File: config.mk
export PLATFORM = sky130hd
export DESIGN_NAME = mod10_counter
export DESIGN_NICKNAME = d
export VERILOG_FILES = /design/src/rtl/mod10_counter_pkg.sv /design/src/rtl/mod10_counter_next_state.sv /design/src/rtl/mod10_counter.sv
export SDC_FILE = /design/constraint.sdc
export NUM_CORES = 1
export LEC_CHECK = 0
export BUFFER_PORTS_ARGS = -buffer_cell sky130_fd_sc_hd__buf_2
export CAP_MARGIN = 40
export CELL_PAD_IN_SITES_DETAIL_PLACEMENT = 2
export CELL_PAD_IN_SITES_GLOBAL_PLACEMENT = 2
export CORE_MARGIN = 3
export CORE_UTILIZATION = 27
export DETAILED_ROUTE_END_ITERATION = 10
export GPL_ROUTABILITY_DRIVEN = 0
export GPL_TIMING_DRIVEN = 1
export PLACE_DENSITY_LB_ADDON = 0.1
export SYNTH_ARGS = -nofsm -noshare
export SYNTH_HDL_FRONTEND = slang
export SYNTH_SLANG_ARGS = --single-unit
File: constraint.sdc
create_clock -name clk -period 2.2 [get_ports clk]
set_input_delay 0.55 -clock clk [delete_from_list [all_inputs] [get_ports clk]]
set_output_delay 0.55 -clock clk [all_outputs]
set_load 0.05 [all_outputs]
File: src/rtl/mod10_counter_pkg.sv
// ---------------------------------------------------------------------------
// counter_pkg
// Shared definitions for the modulo counter slice.
//   mod_width  : register width needed to hold 0..m-1 (never less than 1)
//   cnt_dir_e  : encoding of the up_dn control input
// ---------------------------------------------------------------------------
package counter_pkg;

    typedef enum logic {
        CNT_DOWN = 1'b0,
        CNT_UP   = 1'b1
    } cnt_dir_e;

    function automatic int mod_width(input int m);
        int w;
        w = $clog2(m);
        return (w < 1) ? 1 : w;
    endfunction

endpackage

File: src/rtl/mod10_counter_next_state.sv
// ---------------------------------------------------------------------------
// mod_next_state
// Purely combinational neighbour calculation for a modulo-MODULUS counter.
// Ports:
//   q        in   WIDTH  current count (assumed < MODULUS)
//   up_dn    in   1      direction, 1 = up, 0 = down
//   next_up  out  WIDTH  q+1 with wrap MODULUS-1 -> 0
//   next_dn  out  WIDTH  q-1 with wrap 0 -> MODULUS-1
//   tc_raw   out  1      q sits on the wrap point for the current direction
// ---------------------------------------------------------------------------
module mod_next_state
    import counter_pkg::*;
#(
    parameter int MODULUS = 10,
    parameter int WIDTH   = mod_width(MODULUS)
) (
    input  logic [WIDTH-1:0] q,
    input  logic             up_dn,
    output logic [WIDTH-1:0] next_up,
    output logic [WIDTH-1:0] next_dn,
    output logic             tc_raw
);

    localparam logic [WIDTH-1:0] MAX_VAL = WIDTH'(MODULUS - 1);

    cnt_dir_e dir;
    logic     at_max;
    logic     at_zero;

    assign dir     = cnt_dir_e'(up_dn);
    assign at_max  = (q == MAX_VAL);
    assign at_zero = (q == '0);

    assign next_up = at_max  ? '0      : q + WIDTH'(1);
    assign next_dn = at_zero ? MAX_VAL : q - WIDTH'(1);

    assign tc_raw  = (dir == CNT_UP) ? at_max : at_zero;

endmodule

File: src/rtl/mod10_counter.sv
// ---------------------------------------------------------------------------
// mod10_counter
// Modulo-MODULUS up/down counter (decade counter by default) with enable,
// synchronous clear, parallel load and a combinational terminal count.
// Priority on each rising edge: clear > load > en.
// Ports:
//   clk       in   1      rising-edge clock
//   reset     in   1      asynchronous active-low reset
//   en        in   1      count enable            (default 1)
//   up_dn     in   1      1 = up, 0 = down        (default 1)
//   clear     in   1      synchronous clear to 0  (default 0)
//   load      in   1      synchronous load        (default 0)
//   load_val  in   WIDTH  value to load           (default 0)
//   q         out  WIDTH  registered count, always < MODULUS
//   tc        out  1      next enabled edge wraps
// ---------------------------------------------------------------------------
module mod10_counter
    import counter_pkg::*;
#(
    parameter int MODULUS = 10,
    parameter int WIDTH   = mod_width(MODULUS)
) (
    input  logic             clk,
    input  logic             reset,
    input  logic             en       = 1'b1,
    input  logic             up_dn    = 1'b1,
    input  logic             clear    = 1'b0,
    input  logic             load     = 1'b0,
    input  logic [WIDTH-1:0] load_val = '0,
    output logic [WIDTH-1:0] q,
    output logic             tc
);

    logic [WIDTH-1:0] q_r;
    logic [WIDTH-1:0] next_up;
    logic [WIDTH-1:0] next_dn;
    logic [WIDTH-1:0] load_fix;
    logic             tc_raw;
    cnt_dir_e         dir;

    mod_next_state #(
        .MODULUS (MODULUS),
        .WIDTH   (WIDTH)
    ) u_next (
        .q       (q_r),
        .up_dn   (up_dn),
        .next_up (next_up),
        .next_dn (next_dn),
        .tc_raw  (tc_raw)
    );

    assign dir = cnt_dir_e'(up_dn);

    // Out-of-range loads collapse to 0 so q can never leave 0..MODULUS-1.
    assign load_fix = (32'(load_val) < MODULUS) ? load_val : '0;

    always_ff @(posedge clk or negedge reset) begin
        if (!reset) begin
            q_r <= '0;
        end else if (clear) begin
            q_r <= '0;
        end else if (load) begin
            q_r <= load_fix;
        end else if (en) begin
            q_r <= (dir == CNT_UP) ? next_up : next_dn;
        end
    end

    assign q = q_r;

    // Gated by reset: in down mode q=0 would otherwise flag tc during reset.
    assign tc = reset & en & ~clear & ~load & tc_raw;

endmodule

## Word level (Yosys, flattened, before mapping)

Cells that the tools add are included.

| word-level totals | value |
|---|---|
| output and inout bits | 5 |
| word-level logic and storage cells | 21 |
| register bits | 4 |
| bits of input ports | 10 |

| operators by class | value |
|---|---|
| add/sub/neg operators | 2 |
| bitwise gates (word level) | 6 |
| muxes and demuxes | 8 |
| $lt $le $gt $ge | 1 |
| reductions and logical operators | 2 |
| equal/unequal tests | 1 |

Operators by type and width:

| cell | count |
|---|---|
| $mux 4 | 7 |
| $add 4x1->4 const B | 1 |
| $and 1x1->1 | 4 |
| $eq 4x4->1 const B | 1 |
| $logic_not 4->1 | 1 |
| $lt 4x4->1 const B | 1 |
| $sub 4x1->4 const B | 1 |
| $reduce_bool 3->1 | 1 |
| $not 1->1 | 2 |
| $mux 1 | 1 |

## Longest topological paths before layout

Gate-level depths: netlist of run 1.

| logic depth | value |
|---|---|
| depth in word-level cells | 6 |
| depth in mapped cells | 6 |
| depth with buffers taken out | 6 |

## Modules after synthesis

A second synthesis of run 1 with hierarchy kept.

| second synthesis, totals | value |
|---|---|
| cell total of the unflattened synthesis | 53 |
| area, all modules | 420.4 sq um |

Modules (own cells, without submodules):

| module | cells each | area an instance (sq um) | sequential area each (sq um) | times used |
|---|---|---|---|---|
| mod10_counter | 30 | 270.3 | 100.1 | 1 |
| mod_next_state | 23 | 150.1 | 0.0 | 1 |

## Worst setup path after synthesis of run 1

OpenSTA, ideal clock, no wires.

| timing path | value |
|---|---|
| kind | register to output |
| start | register q_r[0] (netlist: q[0]) |
| end | output tc |
| path slack | -1.434 ns |
| stages on the path, launching flop included | 6 |
| data required time | 1.650 ns |
| arrival | 3.084 ns |
| buffers on the path | 0 |
| cell sequence | dfrtp_1 > inv_1 > ha_1 > or3b_2 > a21o_1 > nor4_1 |

| between the ends | value |
|---|---|
| longest elaborated chain between the ends | 3 |
| elaborated cells on any way between the ends | 4 |
| classes of those cells | eq/ne (1); mux (1); bitwise (1); reduce/logical (1) |

RTL lines:

| element | line | RTL |
|---|---|---|
| start, declared | mod10_counter.sv:34 | `logic [WIDTH-1:0] q_r;` |
| start signal, assigned | mod10_counter.sv:63 | `q_r <= load_fix;` |
| start signal, assigned | mod10_counter.sv:65 | `q_r <= (dir == CNT_UP) ? next_up : next_dn;` |
| $eq 4x4->1 or $logic_not 4->1 (tied branches) | mod10_counter_next_state.sv:31, mod10_counter_next_state.sv:32 |  |
| $mux 1 * | mod10_counter_next_state.sv:37 | `assign tc_raw = (dir == CNT_UP) ? at_max : at_zero;` |
| $and 1x1->1 * | mod10_counter.sv:72 | `assign tc = reset & en & ~clear & ~load & tc_raw;` |
| end, declared | mod10_counter.sv:31 | `output logic tc` |

Every way passes the cells marked *; elsewhere a longest branch is shown, timed or not.

## Final worst setup path of run 1

Ends and elaborated chain as after synthesis.

==> impl_metrics.tcl, run 1 <==
set metrics [dict create \
    worst_setup_path_start_kind "flip-flop" \
    timing.critical_path.max_delay_family "simple AND/OR/NAND/NOR gates" \
    grt.overflow.total 0 \
    synthTopCellsByArea "dfrtp_1 22%, ha_1 11%, nand2_1 4.8%, nor3_1 3.2%, a211oi_1 3.2%" \
    fp.dieH_um 47.52 \
    diodes 0 \
    fin_worst_skew_ps 1.245 \
    p_total_uw 337.2 \
    hold_ws_ps 121.1 \
    synth_top_area_share 0.2151 \
    synthArstFlopShare 1.000 \
    layout.nets 96 \
    clk_latency_ps 240 \
    antenna_found_initial 0 \
    ys_types 33 \
    h-tree-depth 1 \
    maxSlewViolCount 0 \
    drc 0 \
    fmax_ghz 0.4310 \
    critical_path.cell_chain "inv_2 > ha_4 > or3b_4 > a21o_1 > nor4_4 > buf_6" \
    synth.cell_area_um2 465.4 \
    hp-class "in -> async" \
    worst_slack_ps -120.3 \
    grt_pass1_wl_um 2822 \
    powerDensity_mw_per_mm2 499.1 \
    initial_core_util 0.2986 \
    dpl.hpwl_um 1455 \
    ir_drop_v 0.0002015 \
    slew_headroom 0.6013 \
    num_vias 537 \
    area_delta_synth_final_pct 45.16 \
    syn_nets 69 \
    crit_arrival_ps 1770 \
    synth-main-ff-cell "dfrtp_1" \
    drt_wl_total_um 1740 \
    worstMarginPinSlew_ps 583.0 \
    finalSetupViolations 1 \
    clock-root-buffer "clkbuf_4" \
    grt_setup_unrepaired "yes" \
    synth.most_common_cell "nand2_1" \
    first_iter_violations 3 \
    ys_seq_area_frac 0.2151 \
    hold_violations 0 \
    drtAntennaViolNets 0 \
    path_buf_inv 2 \
    syn_inst 55 \
    grt_usage 0.1892 \
    fin_crit_sh 1.055 \
    cp-end-kind "output port" \
    cts_buffers 3 \
    io_buffers 14 \
    vias_per_cell 5.594 \
    status "finished, violations left" \
    grt_pass1_vias 619 \
    synth_top_area_cell "dfrtp_1" \
    dr.pass1.iters 3 \
    critical-path-max-stage-delay_ps 420 \
    synth_common_cells "6 x nand2_1, 4 x dfrtp_1, 4 x ha_1" \
    clk_pin_slew_ps 40 \
    std_cell_rows 14 \
    io_pins 15 \
    die-area_mm2 0.002258 \
    core_region_area_mm2 0.001559 \
    synth_edf_count 0 \
    drive_gt1_frac 0.5000 \
    yosys_warnings 0 \
    utilization 0.4334 \
    cts_tree "yes" \
    worst-setup-path-type "reg -> out" \
    critical_path_peak_fanout 2 \
    grt_max_degree 12 \
    leakagePower_nw 0.3043 \
    required_ps 1650 \
    critPathSlowestCell "dfrtp_2" \
    ys_seq_elements 4 \
    cts.sinks 4 \
    violations "negative setup slack" \
    cts_max_path_buffers 2 \
    syn_area_per_cell_um2 8.463 \
    largest_reg_flops 4 \
    die_w_um 47.52 \
    wl_per_cell_um 18.13 \
    maxCapViolCount 0 \
    min_period_ps 2320 \
]
[path summary, 6_finish.rpt]
check,startpoint,end,slack [ps],depth (start not counted)
worst max register to register,q[1],q[3],360,4
worst max-delay path,q[0],tc,-120,6
max in group asynchronous,reset,q[1],1930,1
worst min register to register,q[1],q[1],670,3
min in group clk,clear,q[0],630,2
worst min-delay path,reset,q[3],120,1
[logic make-up (layout without fill, tap and decap cells)]
family,count (synthesis),count (layout),share of synthesized area
adder cells (fa/ha/maj),4,4,0.1075
XOR/XNOR,1,1,0.01882
AO/OA/AOI/OAI,15,15,0.2500
multiplexers,1,1,0.02151
buffers and inverters,6,31,0.07526
AND/OR/NAND/NOR,24,24,0.3118
flip-flops,4,4,0.2151
[placed cells by master, fill, tap and decap left out, types with 2 or more instances in the layout]
cell type	instances
buf_2	13
buf_4	11
nand2_1	6
nor3_1	3
nor2_1	3
ha_1	3
clkbuf_4	3
inv_2	2
nand2b_1	2
a211oi_1	2
nor2b_1	2
o21ai_0	2
a31oi_1	2
dfrtp_2	2
dfrtp_1	2
[power breakdown]
part	switching, mW	internal, mW
Combinational	0.0878	0.0653
Clock	0.0337	0.0613
Sequential	0.00864	0.0805
[through the flow]
stage	cell area (um^2)	TNS, ps	setup WS [ps]	instances
global route	675.6	-187.0	-187.0	96
detailed placement	639.4	-136.3	-136.3	92
floorplan	498.0	-373.3	-373.3	55
finish	675.6	-120.3	-120.3	96
global placement	639.4	-126.7	-126.7	92
CTS	675.6	-126.5	-126.5	96
[layer usage]
metal	share of wire	global-route usage
met1	0.41	0.2022
met2	0.55	0.3636
met3	0.023	0.02632
met4	0.0080	0.07735
met5	0	0
[what timing repair did]
item / CTS / global route
hold buffers: 0 / 0
gates resized for setup: 2 / 0
pin swaps: 2 / 0
setup buffers: 1 / 0
endpoints found under the setup margin: 1 / 1
[cell type report]
class                      instances  area, um^2
fill                             180       883.3
multi-input combinational         45       360.3
timing repair buffer              25       158.9
sequential                         4       102.6
clock buffer                       3       22.52
tap                               16       20.02
inverter                           3       11.26
Note: power is estimated with default switching activity, not from simulation.
==> run 2: changes to the inputs <==
--- a/config.mk
+++ b/config.mk
@@ -9,8 +9,8 @@
 export CAP_MARGIN = 40
 export CELL_PAD_IN_SITES_DETAIL_PLACEMENT = 2
 export CELL_PAD_IN_SITES_GLOBAL_PLACEMENT = 2
-export CORE_MARGIN = 3
-export CORE_UTILIZATION = 27
+export CORE_MARGIN = 2
+export CORE_UTILIZATION = 29
 export DETAILED_ROUTE_END_ITERATION = 10
 export GPL_ROUTABILITY_DRIVEN = 0
 export GPL_TIMING_DRIVEN = 1
==> constraint.sdc (replaced) <==
create_clock -name clk -period 2.9 [get_ports clk]
set_input_delay 0.145 -clock clk [delete_from_list [all_inputs] [get_ports clk]]
set_output_delay 0.145 -clock clk [all_outputs]
set_load 0.05 [all_outputs]
==> impl_metrics.tcl, run 2 (synthesis results as in run 1) <==
set metrics [dict create \
    status "finished, final reports clean" \
    fmax_ghz 0.4290 \
    layout_common_cells "14 x buf_2, 6 x nand2_1, 4 x ha_1, 4 x dfrtp_1" \
    diodes 0 \
    layout.nets 86 \
    dpl.hpwl_um 1104 \
    grt_pass1_wl_um 2332 \
    die_w_um 44.06 \
    fin_crit_sh 0.8038 \
    fin_worst_skew_ps 7.107 \
    first_iter_violations 3 \
    placed_cell_area_um2 538.0 \
    clk_latency_ps 240 \
    cts_post_setup_buffers_inserted 0 \
    clk_pin_slew_ps 40 \
    drtAntennaViolNets 0 \
    fin_tns_setup_ps 0 \
    drive_gt1_frac 0.3429 \
    slew_headroom 0.6775 \
    reg2reg_slack_ps 1010 \
    wl_per_cell_um 15.94 \
    drt_wl_total_um 1371 \
    fillCellCount 179 \
    std_cell_rows 14 \
    layout.cells.most_common "buf_2" \
    hp-class "in -> reg" \
    powerDensity_mw_per_mm2 396.4 \
    io_buffers 14 \
    largest_reg_flops 4 \
    vias_per_cell 5.547 \
    critical_path.cell_chain "inv_1 > ha_1 > or3b_2 > a21o_1 > nor4_2 > buf_2" \
    critical_path_peak_fanout 9 \
    cts_buffers 3 \
    grt_usage 0.1686 \
    required_ps 2760 \
    initial_core_util 0.3090 \
    placed_cells 82 \
    maxSlewViolCount 0 \
    worstMarginPinSlew_ps 471.5 \
    r2r-start "q[0]" \
    grt.overflow.total 0 \
    crit_arrival_ps 2190 \
    cts-resized-gates 0 \
    cts.sinks 4 \
    dr.pass1.iters 2 \
    cts_max_path_buffers 2 \
    hold_violations 0 \
    antenna_found_initial 0 \
    num_vias 477 \
    grt_max_degree 13 \
    core_region_area_mm2 0.001506 \
    ir_drop_v 0.0001374 \
    maxCapViolCount 0 \
    ff2ff_path_depth 6 \
    fin_area_um2 570.5 \
    h-tree-depth 1 \
    worst_setup_path_start_kind "flip-flop" \
    reg2reg_to "q[2]" \
    timing.critical_path.max_delay_family "simple AND/OR/NAND/NOR gates" \
    crit_end "tc" \
    p_total_uw 226.2 \
    critical-path-max-stage-delay_ps 470 \
    critPathSlowestCell "dfrtp_1" \
    min_period_ps 2331 \
    finalSetupViolations 0 \
    path_buf_inv 2 \
    grt_setup_unrepaired "no" \
    fp.dieH_um 44.06 \
    worst-setup-path-type "reg -> out" \
    cp.depth 6 \
    cp-end-kind "output port" \
    clock-root-buffer "clkbuf_4" \
    cts_tree "yes" \
    die-area_mm2 0.001941 \
    io_pins 15 \
    leakagePower_nw 0.2537 \
    area_delta_synth_final_pct 22.58 \
    drc 0 \
    finalNonFillerCells 86 \
    cp-startpoint "q[0]" \
    grt_pass1_vias 521 \
]
run 2: repair_timing:
action / in CTS / in global routing
setup endpoints to repair: 0 / 0
hold buffers: 1 / 0
hold endpoints to repair: 4 / 0
run 2: cell type report:
type                            instances  area, um^2  area share
Sequential cell                         4       100.1      0.1754
Inverter                                3       11.26     0.01974
Clock buffer                            3       22.52     0.03947
Timing Repair Buffer                   15       80.08      0.1404
Multi-Input combinational cell         45       336.6      0.5899
Tap cell                               16       20.02     0.03509
run 2: how the worst min path moves through the flow:
stage / from / endpoint / slack (ps) / cells after the start
5_1_grt: clear / q[2] / 210 / 2
2_1_floorplan: reset / q[0] / -150 / 0
6_report: clear / q[0] / 200 / 2
3_5_place_dp: reset / q[2] / -40 / 1
3_3_place_gp: reset / q[1] / -40 / 1
4_1_cts: clear / q[0] / 190 / 2
run 2: stage by stage:
| stage | hold slack (ps) | setup WS [ps] | util |
|---|---|---|---|
| 5_1_grt | 209.3 | 438.6 | 0.3787 |
| 3_3_place_gp | -38.69 | 849.0 | 0.3571 |
| 4_1_cts | 189.1 | 547.3 | 0.3787 |
| 3_5_place_dp | -36.29 | 813.5 | 0.3571 |
| 6_report | 197.6 | 569.0 | 0.3787 |
| 2_1_floorplan | -150.6 | 237.3 | - |
run 2: per-layer routing:
| metal | up-vias | GRT usage | share of wire |
|---|---|---|---|
| met3 | 2 | 0.01224 | 0.023 |
| met2 | 9 | 0.2647 | 0.51 |
| met1 | 231 | 0.2219 | 0.46 |
| li1 | 235 | - | - |
| met4 | 0 | 0.1091 | 0.0088 |
| met5 | - | 0 | 0 |
run 2: where the power goes:
group	total, mW	leakage (nW)	switching (mW)	internal (mW)
clock	0.0699	0.0138	0.0236	0.0464
combinational	0.0846	0.187	0.0519	0.0327
sequential	0.0717	0.0528	0.0111	0.0605
total	0.226	0.254	0.0865	0.140
==> run 3: changes to the inputs <==
--- a/config.mk
+++ b/config.mk
@@ -10,7 +10,7 @@
 export CELL_PAD_IN_SITES_DETAIL_PLACEMENT = 2
 export CELL_PAD_IN_SITES_GLOBAL_PLACEMENT = 2
 export CORE_MARGIN = 2
-export CORE_UTILIZATION = 29
+export CORE_UTILIZATION = 24
 export DETAILED_ROUTE_END_ITERATION = 10
 export GPL_ROUTABILITY_DRIVEN = 0
 export GPL_TIMING_DRIVEN = 1
==> constraint.sdc (replaced) <==
create_clock -name clk -period 2.1 [get_ports clk]
set_input_delay 0.105 -clock clk [delete_from_list [all_inputs] [get_ports clk]]
set_output_delay 0.105 -clock clk [all_outputs]
set_load 0.05 [all_outputs]
==> impl_metrics.tcl, run 3 (synthesis results as in run 1) <==
set metrics [dict create \
    p_total_uw 341.0 \
    fin_crit_sh 0.9368 \
    finalSetupViolations 0 \
    clk_pin_slew_ps 40 \
    layout_common_cells "13 x buf_2, 6 x nand2_1, 6 x buf_4" \
    r2r-start "q[1]" \
    finalNonFillerCells 101 \
    worstMarginPinSlew_ps 459.5 \
    grt.overflow.total 0 \
    maxSlewViolCount 0 \
    clk_latency_ps 240 \
    io_buffers 14 \
    drive_gt1_frac 0.4605 \
    fin_worst_skew_ps 6.478 \
    cts_tree "yes" \
    die-area_mm2 0.002308 \
    layout.nets 92 \
    placed_cell_area_um2 590.6 \
    placed_cells 93 \
    cp-startpoint "q[1]" \
    critical_path_peak_fanout 7 \
    slew_headroom 0.6857 \
    fin_tns_setup_ps 0 \
    clock-root-buffer "clkbuf_4" \
    min_period_ps 1967 \
    grt_usage 0.1445 \
    h-tree-depth 1 \
    num_vias 502 \
    worst_slack_ps 132.7 \
    ff2ff_path_depth 8 \
    post-place-ws_ps 163.7 \
    fp.dieH_um 48.04 \
    reg2reg_to "q[2]" \
    area_delta_synth_final_pct 42.20 \
    leakagePower_nw 0.2843 \
    critPathSlowestCell "dfrtp_2" \
    drt_wl_total_um 1407 \
    antenna_found_initial 0 \
    io_pins 15 \
    std_cell_rows 15 \
    cp-end-kind "flip-flop" \
    worst-setup-path-type "reg -> reg" \
    critical-path-max-stage-delay_ps 450 \
    maxCapViolCount 0 \
    die_w_um 48.04 \
    wl_per_cell_um 13.93 \
    grt_max_degree 13 \
    reg2reg_slack_ps 130 \
    dr.pass1.iters 2 \
    cts.sinks 4 \
    ir_drop_v 0.0001670 \
    hold_violations 0 \
    vias_per_cell 4.970 \
    hp-start "clear" \
    diodes 0 \
    hp-class "in -> reg" \
    largest_reg_flops 4 \
    worst_setup_path_start_kind "flip-flop" \
    initial_core_util 0.2611 \
    powerDensity_mw_per_mm2 515.2 \
    grt_pass1_vias 472 \
    cts_buffers 3 \
    hold_ws_ps 181.0 \
    first_iter_violations 2 \
    grt_pass1_wl_um 2221 \
    status "finished, final reports clean" \
    drtAntennaViolNets 0 \
    cts_max_path_buffers 2 \
    crit_arrival_ps 2070 \
    layout.cells.most_common "buf_2" \
    core_region_area_mm2 0.001783 \
    fmax_ghz 0.5083 \
    grt_setup_unrepaired "no" \
    utilization 0.3712 \
    drc 0 \
    crit_end "q[2]" \
    fin_area_um2 661.9 \
    required_ps 2200 \
    critical_path.cell_chain "inv_4 > ha_4 > or3b_4 > a21o_1 > buf_4 > buf_4 > a211oi_1 > a211oi_1" \
]
==> run 3: cell types whose count changed in the layout (fill, tap and decap cells not counted), moves of 2 or more <==
cell,delta
buf_4,+6
inv_1,-2
dfrtp_1,-2
dfrtp_2,+2
==> run 3: how the worst min path moves through the flow <==
| stage | endpoint | slack, ps | cells past startpoint |
|---|---|---|---|
| 2_1_floorplan | q[0] | -190 | 0 |
| 3_5_place_dp | q[3] | -80 | 1 |
| 5_1_grt | q[0] | 180 | 2 |
| 4_1_cts | q[0] | 160 | 2 |
| 3_3_place_gp | q[3] | -80 | 1 |
| 6_report | q[0] | 180 | 2 |
==> run 3: power breakdown <==
part	switching, mW	total (mW)	internal, mW
Clock	0.0356	0.0997	0.0642
Combinational	0.0816	0.144	0.0620
Sequential	0.0133	0.0976	0.0844
Total	0.130	0.341	0.211
==> run 3: final cells by class <==
cell class	count	area (um^2)
clock buffer	3	22.52
fill	218	1121
inverter	3	13.76
multi-input combinational	45	360.3
sequential	4	102.6
tap	25	31.28
timing repair buffer	21	131.4
==> run 3: worst max-delay path: cells and delay by family, from the launching register on <==
kind / cells / cell delay (ps)
fa+ha+maj: 1 / 140
flops: 1 / 450
compound gates: 3 / 530
simple gates: 1 / 360
buf+inv: 3 / 350
==> run 3: layer usage <==
metal,part of all wire,global-route usage,vias to the layer above
met5,0,0,-
met4,0,0.06486,0
met3,0.044,0.03774,0
met2,0.49,0.2107,13
met1,0.47,0.1978,241
li1,-,-,248
==> run 3: what timing repair did <==
action | CTS | global route
hold buffers | 1 | 0
endpoints found under the setup margin | 1 | 1
hold endpoints to repair | 4 | 0
resized for setup | 2 | 1
buffers inserted | 1 | 3
pin swaps | 1 | 2
